--- src/rtl/memory_access_if.sv ---
`default_nettype none
// ============================================================================
// Module      : memory_access_if
// Description : Data-memory request/response bundle between the memory-access
//               stage (master) and the data memory (slave).
// Revision    : 1.0 - initial release
// ============================================================================
interface memory_access_if;
    logic        dmem_req_valid;
    logic        dmem_req_ready;
    logic [63:0] dmem_addr;
    logic        dmem_we;
    logic [63:0] dmem_wdata;
    logic [7:0]  dmem_wstrb;
    logic        dmem_rsp_valid;
    logic [63:0] dmem_rdata;

    modport master (
        output dmem_req_valid,
        output dmem_addr,
        output dmem_we,
        output dmem_wdata,
        output dmem_wstrb,
        input  dmem_req_ready,
        input  dmem_rsp_valid,
        input  dmem_rdata
    );

    modport slave (
        input  dmem_req_valid,
        input  dmem_addr,
        input  dmem_we,
        input  dmem_wdata,
        input  dmem_wstrb,
        output dmem_req_ready,
        output dmem_rsp_valid,
        output dmem_rdata
    );
endinterface
`default_nettype wire

--- src/rtl/memory_access.sv ---
`default_nettype none
// ============================================================================
// Module      : memory_access
// Description : Pipeline memory-access stage. Pass-through for non-memory and
//               misaligned instructions; issues one aligned 64-bit dmem request
//               per load/store, extracts/extends load data, and presents a
//               registered writeback bundle that honours writeback stalls.
// Revision    : 1.0 - initial release
// ============================================================================
module memory_access (
    input  logic                  clk,
    input  logic                  rst_n,
    input  logic                  in_valid,
    input  logic [4:0]            in_rd,
    input  logic [63:0]           in_result,
    input  logic                  in_write_to_rd,
    input  logic                  in_is_branch_addr,
    input  logic [63:0]           in_op2,
    input  logic                  in_is_mem,
    input  logic                  in_is_write,
    input  logic                  in_is_final,
    input  logic [2:0]            in_lsv,
    input  logic                  stall_in,
    output logic                  stall_out,
    memory_access_if.master       dmem,
    output logic                  wb_valid_q,
    output logic [4:0]            wb_rd_q,
    output logic [63:0]           wb_data_q,
    output logic                  wb_write_to_rd_q,
    output logic                  wb_is_branch_addr_q,
    output logic                  wb_is_final_q,
    output logic                  wb_misaligned_q
);

    // load_store_variant_e encoding
    localparam logic [2:0] c_lsv_b  = 3'd0;
    localparam logic [2:0] c_lsv_h  = 3'd1;
    localparam logic [2:0] c_lsv_w  = 3'd2;
    localparam logic [2:0] c_lsv_d  = 3'd3;
    localparam logic [2:0] c_lsv_bu = 3'd4;
    localparam logic [2:0] c_lsv_hu = 3'd5;
    localparam logic [2:0] c_lsv_wu = 3'd6;

    typedef enum logic [1:0] {
        ST_IDLE     = 2'd0,
        ST_REQ      = 2'd1,
        ST_WAIT_RSP = 2'd2,
        ST_HOLD     = 2'd3
    } state_t;

    state_t      r_state;
    logic        r_req_valid;
    logic [63:0] r_result;
    logic [63:0] r_wdata;
    logic [7:0]  r_wstrb;
    logic        r_is_write;
    logic [2:0]  r_lsv;
    logic [4:0]  r_rd;
    logic        r_write_to_rd;
    logic        r_is_branch_addr;
    logic        r_is_final;
    logic [63:0] r_hold_data;

    logic [2:0]  w_align_mask;
    logic [7:0]  w_byte_mask;
    logic        w_misaligned;
    logic        w_accept;
    logic [63:0] w_shifted;
    logic [63:0] w_load_data;
    logic        w_finish;
    logic [63:0] w_finish_data;

    assign stall_out           = stall_in | (r_state != ST_IDLE);
    assign dmem.dmem_req_valid = r_req_valid;
    assign dmem.dmem_addr      = {r_result[63:3], 3'b000};
    assign dmem.dmem_we        = r_is_write;
    assign dmem.dmem_wdata     = r_wdata;
    assign dmem.dmem_wstrb     = r_wstrb;
    assign w_accept            = (r_state == ST_IDLE) & in_valid & ~stall_in;

    // Access size of the incoming instruction: alignment check and lane mask
    always_comb begin
        w_align_mask = 3'b111;
        w_byte_mask  = 8'hFF;
        case (in_lsv)
            c_lsv_b, c_lsv_bu: begin w_align_mask = 3'b000; w_byte_mask = 8'h01; end
            c_lsv_h, c_lsv_hu: begin w_align_mask = 3'b001; w_byte_mask = 8'h03; end
            c_lsv_w, c_lsv_wu: begin w_align_mask = 3'b011; w_byte_mask = 8'h0F; end
            default:           begin w_align_mask = 3'b111; w_byte_mask = 8'hFF; end
        endcase
        w_misaligned = |(in_result[2:0] & w_align_mask);
    end

    // Pull the addressed lanes down to bit 0 and sign/zero extend to 64 bits
    always_comb begin
        w_shifted = dmem.dmem_rdata >> {r_result[2:0], 3'b000};
        case (r_lsv)
            c_lsv_b:  w_load_data = {{56{w_shifted[7]}},  w_shifted[7:0]};
            c_lsv_h:  w_load_data = {{48{w_shifted[15]}}, w_shifted[15:0]};
            c_lsv_w:  w_load_data = {{32{w_shifted[31]}}, w_shifted[31:0]};
            c_lsv_bu: w_load_data = {56'd0, w_shifted[7:0]};
            c_lsv_hu: w_load_data = {48'd0, w_shifted[15:0]};
            c_lsv_wu: w_load_data = {32'd0, w_shifted[31:0]};
            default:  w_load_data = w_shifted;
        endcase
    end

    // A memory transaction completes into writeback this cycle
    always_comb begin
        w_finish      = 1'b0;
        w_finish_data = r_hold_data;
        case (r_state)
            ST_REQ: begin
                w_finish      = dmem.dmem_req_ready & r_is_write & ~stall_in;
                w_finish_data = r_result;
            end
            ST_WAIT_RSP: begin
                w_finish      = dmem.dmem_rsp_valid & ~stall_in;
                w_finish_data = w_load_data;
            end
            ST_HOLD: begin
                w_finish      = ~stall_in;
                w_finish_data = r_hold_data;
            end
            default: begin
                w_finish      = 1'b0;
                w_finish_data = r_hold_data;
            end
        endcase
    end

    // Transaction FSM, request registers and writeback bundle
    always_ff @(posedge clk) begin
        if (!rst_n) begin
            r_state             <= ST_IDLE;
            r_req_valid         <= 1'b0;
            r_result            <= 64'd0;
            r_wdata             <= 64'd0;
            r_wstrb             <= 8'd0;
            r_is_write          <= 1'b0;
            r_lsv               <= 3'd0;
            r_rd                <= 5'd0;
            r_write_to_rd       <= 1'b0;
            r_is_branch_addr    <= 1'b0;
            r_is_final          <= 1'b0;
            r_hold_data         <= 64'd0;
            wb_valid_q          <= 1'b0;
            wb_rd_q             <= 5'd0;
            wb_data_q           <= 64'd0;
            wb_write_to_rd_q    <= 1'b0;
            wb_is_branch_addr_q <= 1'b0;
            wb_is_final_q       <= 1'b0;
            wb_misaligned_q     <= 1'b0;
        end else begin
            // Writeback free and nothing completing: emit a bubble
            if (!stall_in) begin
                wb_valid_q <= 1'b0;
            end

            if (w_finish) begin
                wb_valid_q          <= 1'b1;
                wb_rd_q             <= r_rd;
                wb_data_q           <= w_finish_data;
                wb_write_to_rd_q    <= r_write_to_rd & ~r_is_write;
                wb_is_branch_addr_q <= r_is_branch_addr;
                wb_is_final_q       <= r_is_final;
                wb_misaligned_q     <= 1'b0;
            end

            case (r_state)
                ST_IDLE: begin
                    if (w_accept) begin
                        r_result         <= in_result;
                        r_wdata          <= in_op2 << {in_result[2:0], 3'b000};
                        r_wstrb          <= w_byte_mask << in_result[2:0];
                        r_is_write       <= in_is_write;
                        r_lsv            <= in_lsv;
                        r_rd             <= in_rd;
                        r_write_to_rd    <= in_write_to_rd;
                        r_is_branch_addr <= in_is_branch_addr;
                        r_is_final       <= in_is_final;
                        if (!in_is_mem || w_misaligned) begin
                            // Single-cycle path; a misaligned access never reaches dmem
                            wb_valid_q          <= 1'b1;
                            wb_rd_q             <= in_rd;
                            wb_data_q           <= in_result;
                            wb_write_to_rd_q    <= in_write_to_rd & ~(in_is_mem & w_misaligned);
                            wb_is_branch_addr_q <= in_is_branch_addr;
                            wb_is_final_q       <= in_is_final;
                            wb_misaligned_q     <= in_is_mem & w_misaligned;
                        end else begin
                            r_state     <= ST_REQ;
                            r_req_valid <= 1'b1;
                        end
                    end
                end
                ST_REQ: begin
                    if (dmem.dmem_req_ready) begin
                        r_req_valid <= 1'b0;
                        if (!r_is_write) begin
                            r_state <= ST_WAIT_RSP;
                        end else if (!stall_in) begin
                            r_state <= ST_IDLE;
                        end else begin
                            r_hold_data <= r_result;
                            r_state     <= ST_HOLD;
                        end
                    end
                end
                ST_WAIT_RSP: begin
                    if (dmem.dmem_rsp_valid) begin
                        if (!stall_in) begin
                            r_state <= ST_IDLE;
                        end else begin
                            r_hold_data <= w_load_data;
                            r_state     <= ST_HOLD;
                        end
                    end
                end
                ST_HOLD: begin
                    if (!stall_in) begin
                        r_state <= ST_IDLE;
                    end
                end
                default: begin
                    r_state <= ST_IDLE;
                end
            endcase
        end
    end

endmodule
`default_nettype wire

--- src/flat_wrapper.sv ---
// flat-port wrapper written by rule: the top's interface ports become plain ports
module memory_access_flat 
  (clk, rst_n, in_valid, in_rd, in_result, in_write_to_rd, in_is_branch_addr, in_op2, in_is_mem, in_is_write, in_is_final, in_lsv, stall_in, stall_out, wb_valid_q, wb_rd_q, wb_data_q, wb_write_to_rd_q, wb_is_branch_addr_q, wb_is_final_q, wb_misaligned_q, dmem_dmem_req_valid, dmem_dmem_addr, dmem_dmem_we, dmem_dmem_wdata, dmem_dmem_wstrb, dmem_dmem_req_ready, dmem_dmem_rsp_valid, dmem_dmem_rdata);
  memory_access_if dmem_i ();
  input  logic clk;
  input  logic rst_n;
  input  logic in_valid;
  input  logic [4:0] in_rd;
  input  logic [63:0] in_result;
  input  logic in_write_to_rd;
  input  logic in_is_branch_addr;
  input  logic [63:0] in_op2;
  input  logic in_is_mem;
  input  logic in_is_write;
  input  logic in_is_final;
  input  logic [2:0] in_lsv;
  input  logic stall_in;
  output logic stall_out;
  output logic wb_valid_q;
  output logic [4:0] wb_rd_q;
  output logic [63:0] wb_data_q;
  output logic wb_write_to_rd_q;
  output logic wb_is_branch_addr_q;
  output logic wb_is_final_q;
  output logic wb_misaligned_q;
  output wire logic [$bits(dmem_i.dmem_req_valid)-1:0] dmem_dmem_req_valid;
  output wire logic [$bits(dmem_i.dmem_addr)-1:0] dmem_dmem_addr;
  output wire logic [$bits(dmem_i.dmem_we)-1:0] dmem_dmem_we;
  output wire logic [$bits(dmem_i.dmem_wdata)-1:0] dmem_dmem_wdata;
  output wire logic [$bits(dmem_i.dmem_wstrb)-1:0] dmem_dmem_wstrb;
  input wire logic [$bits(dmem_i.dmem_req_ready)-1:0] dmem_dmem_req_ready;
  input wire logic [$bits(dmem_i.dmem_rsp_valid)-1:0] dmem_dmem_rsp_valid;
  input wire logic [$bits(dmem_i.dmem_rdata)-1:0] dmem_dmem_rdata;
  assign dmem_dmem_req_valid = dmem_i.dmem_req_valid;
  assign dmem_dmem_addr = dmem_i.dmem_addr;
  assign dmem_dmem_we = dmem_i.dmem_we;
  assign dmem_dmem_wdata = dmem_i.dmem_wdata;
  assign dmem_dmem_wstrb = dmem_i.dmem_wstrb;
  assign dmem_i.dmem_req_ready = dmem_dmem_req_ready;
  assign dmem_i.dmem_rsp_valid = dmem_dmem_rsp_valid;
  assign dmem_i.dmem_rdata = dmem_dmem_rdata;
  memory_access u_core (.clk(clk), .rst_n(rst_n), .in_valid(in_valid), .in_rd(in_rd), .in_result(in_result), .in_write_to_rd(in_write_to_rd), .in_is_branch_addr(in_is_branch_addr), .in_op2(in_op2), .in_is_mem(in_is_mem), .in_is_write(in_is_write), .in_is_final(in_is_final), .in_lsv(in_lsv), .stall_in(stall_in), .stall_out(stall_out), .dmem(dmem_i), .wb_valid_q(wb_valid_q), .wb_rd_q(wb_rd_q), .wb_data_q(wb_data_q), .wb_write_to_rd_q(wb_write_to_rd_q), .wb_is_branch_addr_q(wb_is_branch_addr_q), .wb_is_final_q(wb_is_final_q), .wb_misaligned_q(wb_misaligned_q));
endmodule
--- config.mk ---
export PLATFORM = sky130hd
export DESIGN_NAME = memory_access_flat
export DESIGN_NICKNAME = d
export VERILOG_FILES = /design/src/rtl/memory_access_if.sv /design/src/rtl/memory_access.sv /design/src/flat_wrapper.sv
export SDC_FILE = /design/constraint.sdc
export NUM_CORES = 1
export LEC_CHECK = 0
export CORE_AREA = 2 2 281 144
export DETAILED_ROUTE_END_ITERATION = 8
export DIE_AREA = 0 0 283 146
export PLACE_DENSITY = 0.73
export SYNTH_ARGS = -nofsm -noshare
export SYNTH_HDL_FRONTEND = slang
export SYNTH_SLANG_ARGS = --single-unit
--- constraint.sdc ---
create_clock -name clk -period 3.3 [get_ports clk]
set_input_delay 0.99 -clock clk [delete_from_list [all_inputs] [get_ports clk]]
set_output_delay 0.99 -clock clk [all_outputs]
set_load 0.02 [all_outputs]
==> metrics.cfg <==
[timing]
min_period_over_period_pct = 95.70
hold_viol = 0
slew_headroom_pct = 26.06
final_max_slew_viol_count = 0
skew_ns = 0.01950
min_period_ns = 3.158
rsz0062_at_grt = no
setup_viol = 0
worst_pin_slew_ns = 1.105
max_freq_mhz = 316.7
finalSetupTns_ns = 0

[worst_hold_path]
hold_path_class = reg -> reg

[floorplan]
dieArea_um2 = 41320
die_y_um = 146
pin_count = 424
die_w_um = 283
coreArea_um2 = 38610
start_util_pct = 45.04
row_count = 51

[power_and_ir_drop]
cellPowerDensity_nw_per_um2 = 552.8
p_seq_share_pct = 33.7
switching_share_pct = 39.75
vdd_ir_drop_max_mv = 0.3653
p_switching_uw = 5021
combPwrFrac_pct = 40.0
clkPwrFrac_pct = 26.3
intPower_uw = 7611
cellLeakagePower_uw = 0.007746

[synth]
async_reset_ff_share_pct = 0
synth_seq_area_share_pct = 33.27
ys.flop_type = dfxtp_1
synthCells = 2194
synth-edff-count = 0
synth_cell_type_count = 63
mappedNetlistArea_um2 = 17390
avgSynthCellArea_um2 = 7.925
synth_warnings = 0
ys_ff_latch = 289

[drt]
drt_pass1_iterations = 8
drt_iter0_drc = 2069
via_per_inst = 6.170
route.antenna.remaining_nets = 0
finalWirelength_um = 68990
vias = 18529
drc = 0
wl_per_cell_um = 22.97

[job]
maxCapViolations = 0

[clocking]
cts_buffer_depth = 3
clockRootBuffer = clkbuf_16
cts_tree = done
post-cts-setup-buffers = 0
insertion_delay_ns = 0.59
cts_sinks = 289
cts_resized = 0
cts_made_buffers = 29
hold_buffers = 0
htree_levels = 1
clk_pin_slew_ns = 0.06

[worst_setup_path]
crit_arrival_ns = 2.17
end_kind = output pin
critPathMaxFanout = 2
cp.required_ns = 2.31
crit_type = in -> out
start_kind = input pin

[place]
postPlaceCellArea_um2 = 21940
portBuffers = 420
hpwl_um = 48980
dpl.cell_count = 2949
place_congestion = 1.005

[final_layout]
stdcell_count = 3003
fillers = 3479
nets = 2665
final_cell_mix = 417 x clkdlybuf4s50_1, 330 x nand2_1, 287 x dfxtp_1
drive_above_1_share_pct = 10.89
syn2layout_area_growth_pct = 31.42
final_common_cell = clkdlybuf4s50_1
postLayoutCellArea_um2 = 22850
post-route-util_pct = 59.19

[status]
status = finished, final reports clean

[global_routing]
gr-usage-all-layers_pct = 31.86
grt_max_degree = 80
grt_pass1_wl_um = 105800
gr-total-overflow = 0
grt_pass1_vias = 17813
antenna_found_initial = 2

[critical path, stage by stage]
cell,delay [ns]
clkdlybuf4s50_1,0.48
inv_1,0.06
nand2_1,0.05
clkdlybuf4s50_1,0.59
[power groups by stage]
stage | Combinational, uW | Sequential [uW] | Clock (uW)
2_1_floorplan | 2800 | 4430 | 0
5_1_grt | 5370 | 4290 | 3500
3_5_place_dp | 4940 | 4310 | 0
3_3_place_gp | 4900 | 4310 | 0
6_report | 5050 | 4250 | 3330
4_1_cts | 4960 | 4240 | 3350
[cell usage after synthesis, types with 30 or more instances]
cell type	count	area share, %
a211oi_1	67	2.9
a21oi_1	219	6.3
a221oi_1	50	2.5
a22oi_1	45	1.9
buf_4	68	2.9
clkbuf_1	164	3.5
dfxtp_1	289	33
mux2i_1	82	4.7
mux4_2	48	6.2
nand2_1	330	7.1
nand3_1	70	2.0
nor2_1	273	5.9
nor3_1	31	0.89
o21ai_0	116	3.3
o41ai_2	30	2.8
[cell type report]
cell class | instances | area (um2) | share of cell area [%]
Tap cell | 530 | 663.1 | 2.902
Timing Repair Buffer | 507 | 5170 | 22.62
Antenna cell | 2 | 5.005 | 0.02190
Sequential cell | 289 | 5791 | 25.34
Clock buffer | 43 | 828.3 | 3.625
Inverter | 23 | 91.34 | 0.3997
Clock inverter | 9 | 80.08 | 0.3504
Multi-Input combinational cell | 1600 | 10220 | 44.74
[path summary, 6_finish.rpt]
check                                                start                         end  slack [ns]  depth (start not counted)
worst max-delay path                              stall_in                   stall_out        0.14                          4
worst max register to register          u_core.r_result[0]      u_core.r_hold_data[24]        0.71                          7
worst min-delay path            u_core.dmem.dmem_wdata[12]  u_core.dmem.dmem_wdata[12]        0.45                          2
worst min register to register  u_core.dmem.dmem_wdata[12]  u_core.dmem.dmem_wdata[12]        0.45                          2
[per-stage QoR]
stage                     hold slack (ns)  total power (uW)  setup WS (ns)
after floorplan                    0.4320              7234         0.5716
after global placement             0.4414              9208        0.05594
after detailed placement           0.4463              9250       -0.02648
after CTS                          0.4550             12550         0.1458
after global routing               0.4719             13160        0.09901
final                              0.4508             12630         0.1420
[registers in the layout, summed over array words and instances (netlist names), 3 cells and up]
name                    cells
u_core.r_rd                 5
u_core.r_lsv                3
u_core.dmem.dmem_wdata     64
u_core.r_hold_data         64
u_core.dmem.dmem_wstrb      8
u_core.wb_data_q           64
u_core.wb_rd_q              5
u_core.r_result            64
[cell families after synthesis]
family / share of synthesized area, %
AND/OR/NAND/NOR: 18.75
multiplexers: 13.01
adder cells (fa/ha/maj): 0.2878
flip-flops: 33.27
buffers and inverters: 8.520
AO/OA/AOI/OAI: 26.14
other: 0.02157
[layer usage]
layer / vias up / part of all wire, % / GRT usage [%] / wire (um)
met5: - / 0 / 0 / 0
met4: 0 / 4.6 / 13.16 / 3174
met3: 208 / 8.9 / 6.442 / 6171
met2: 1025 / 47 / 53.90 / 32700
met1: 8884 / 39 / 39.72 / 26950
li1: 8412 / - / - / -
(Power assumes the default switching activity.)
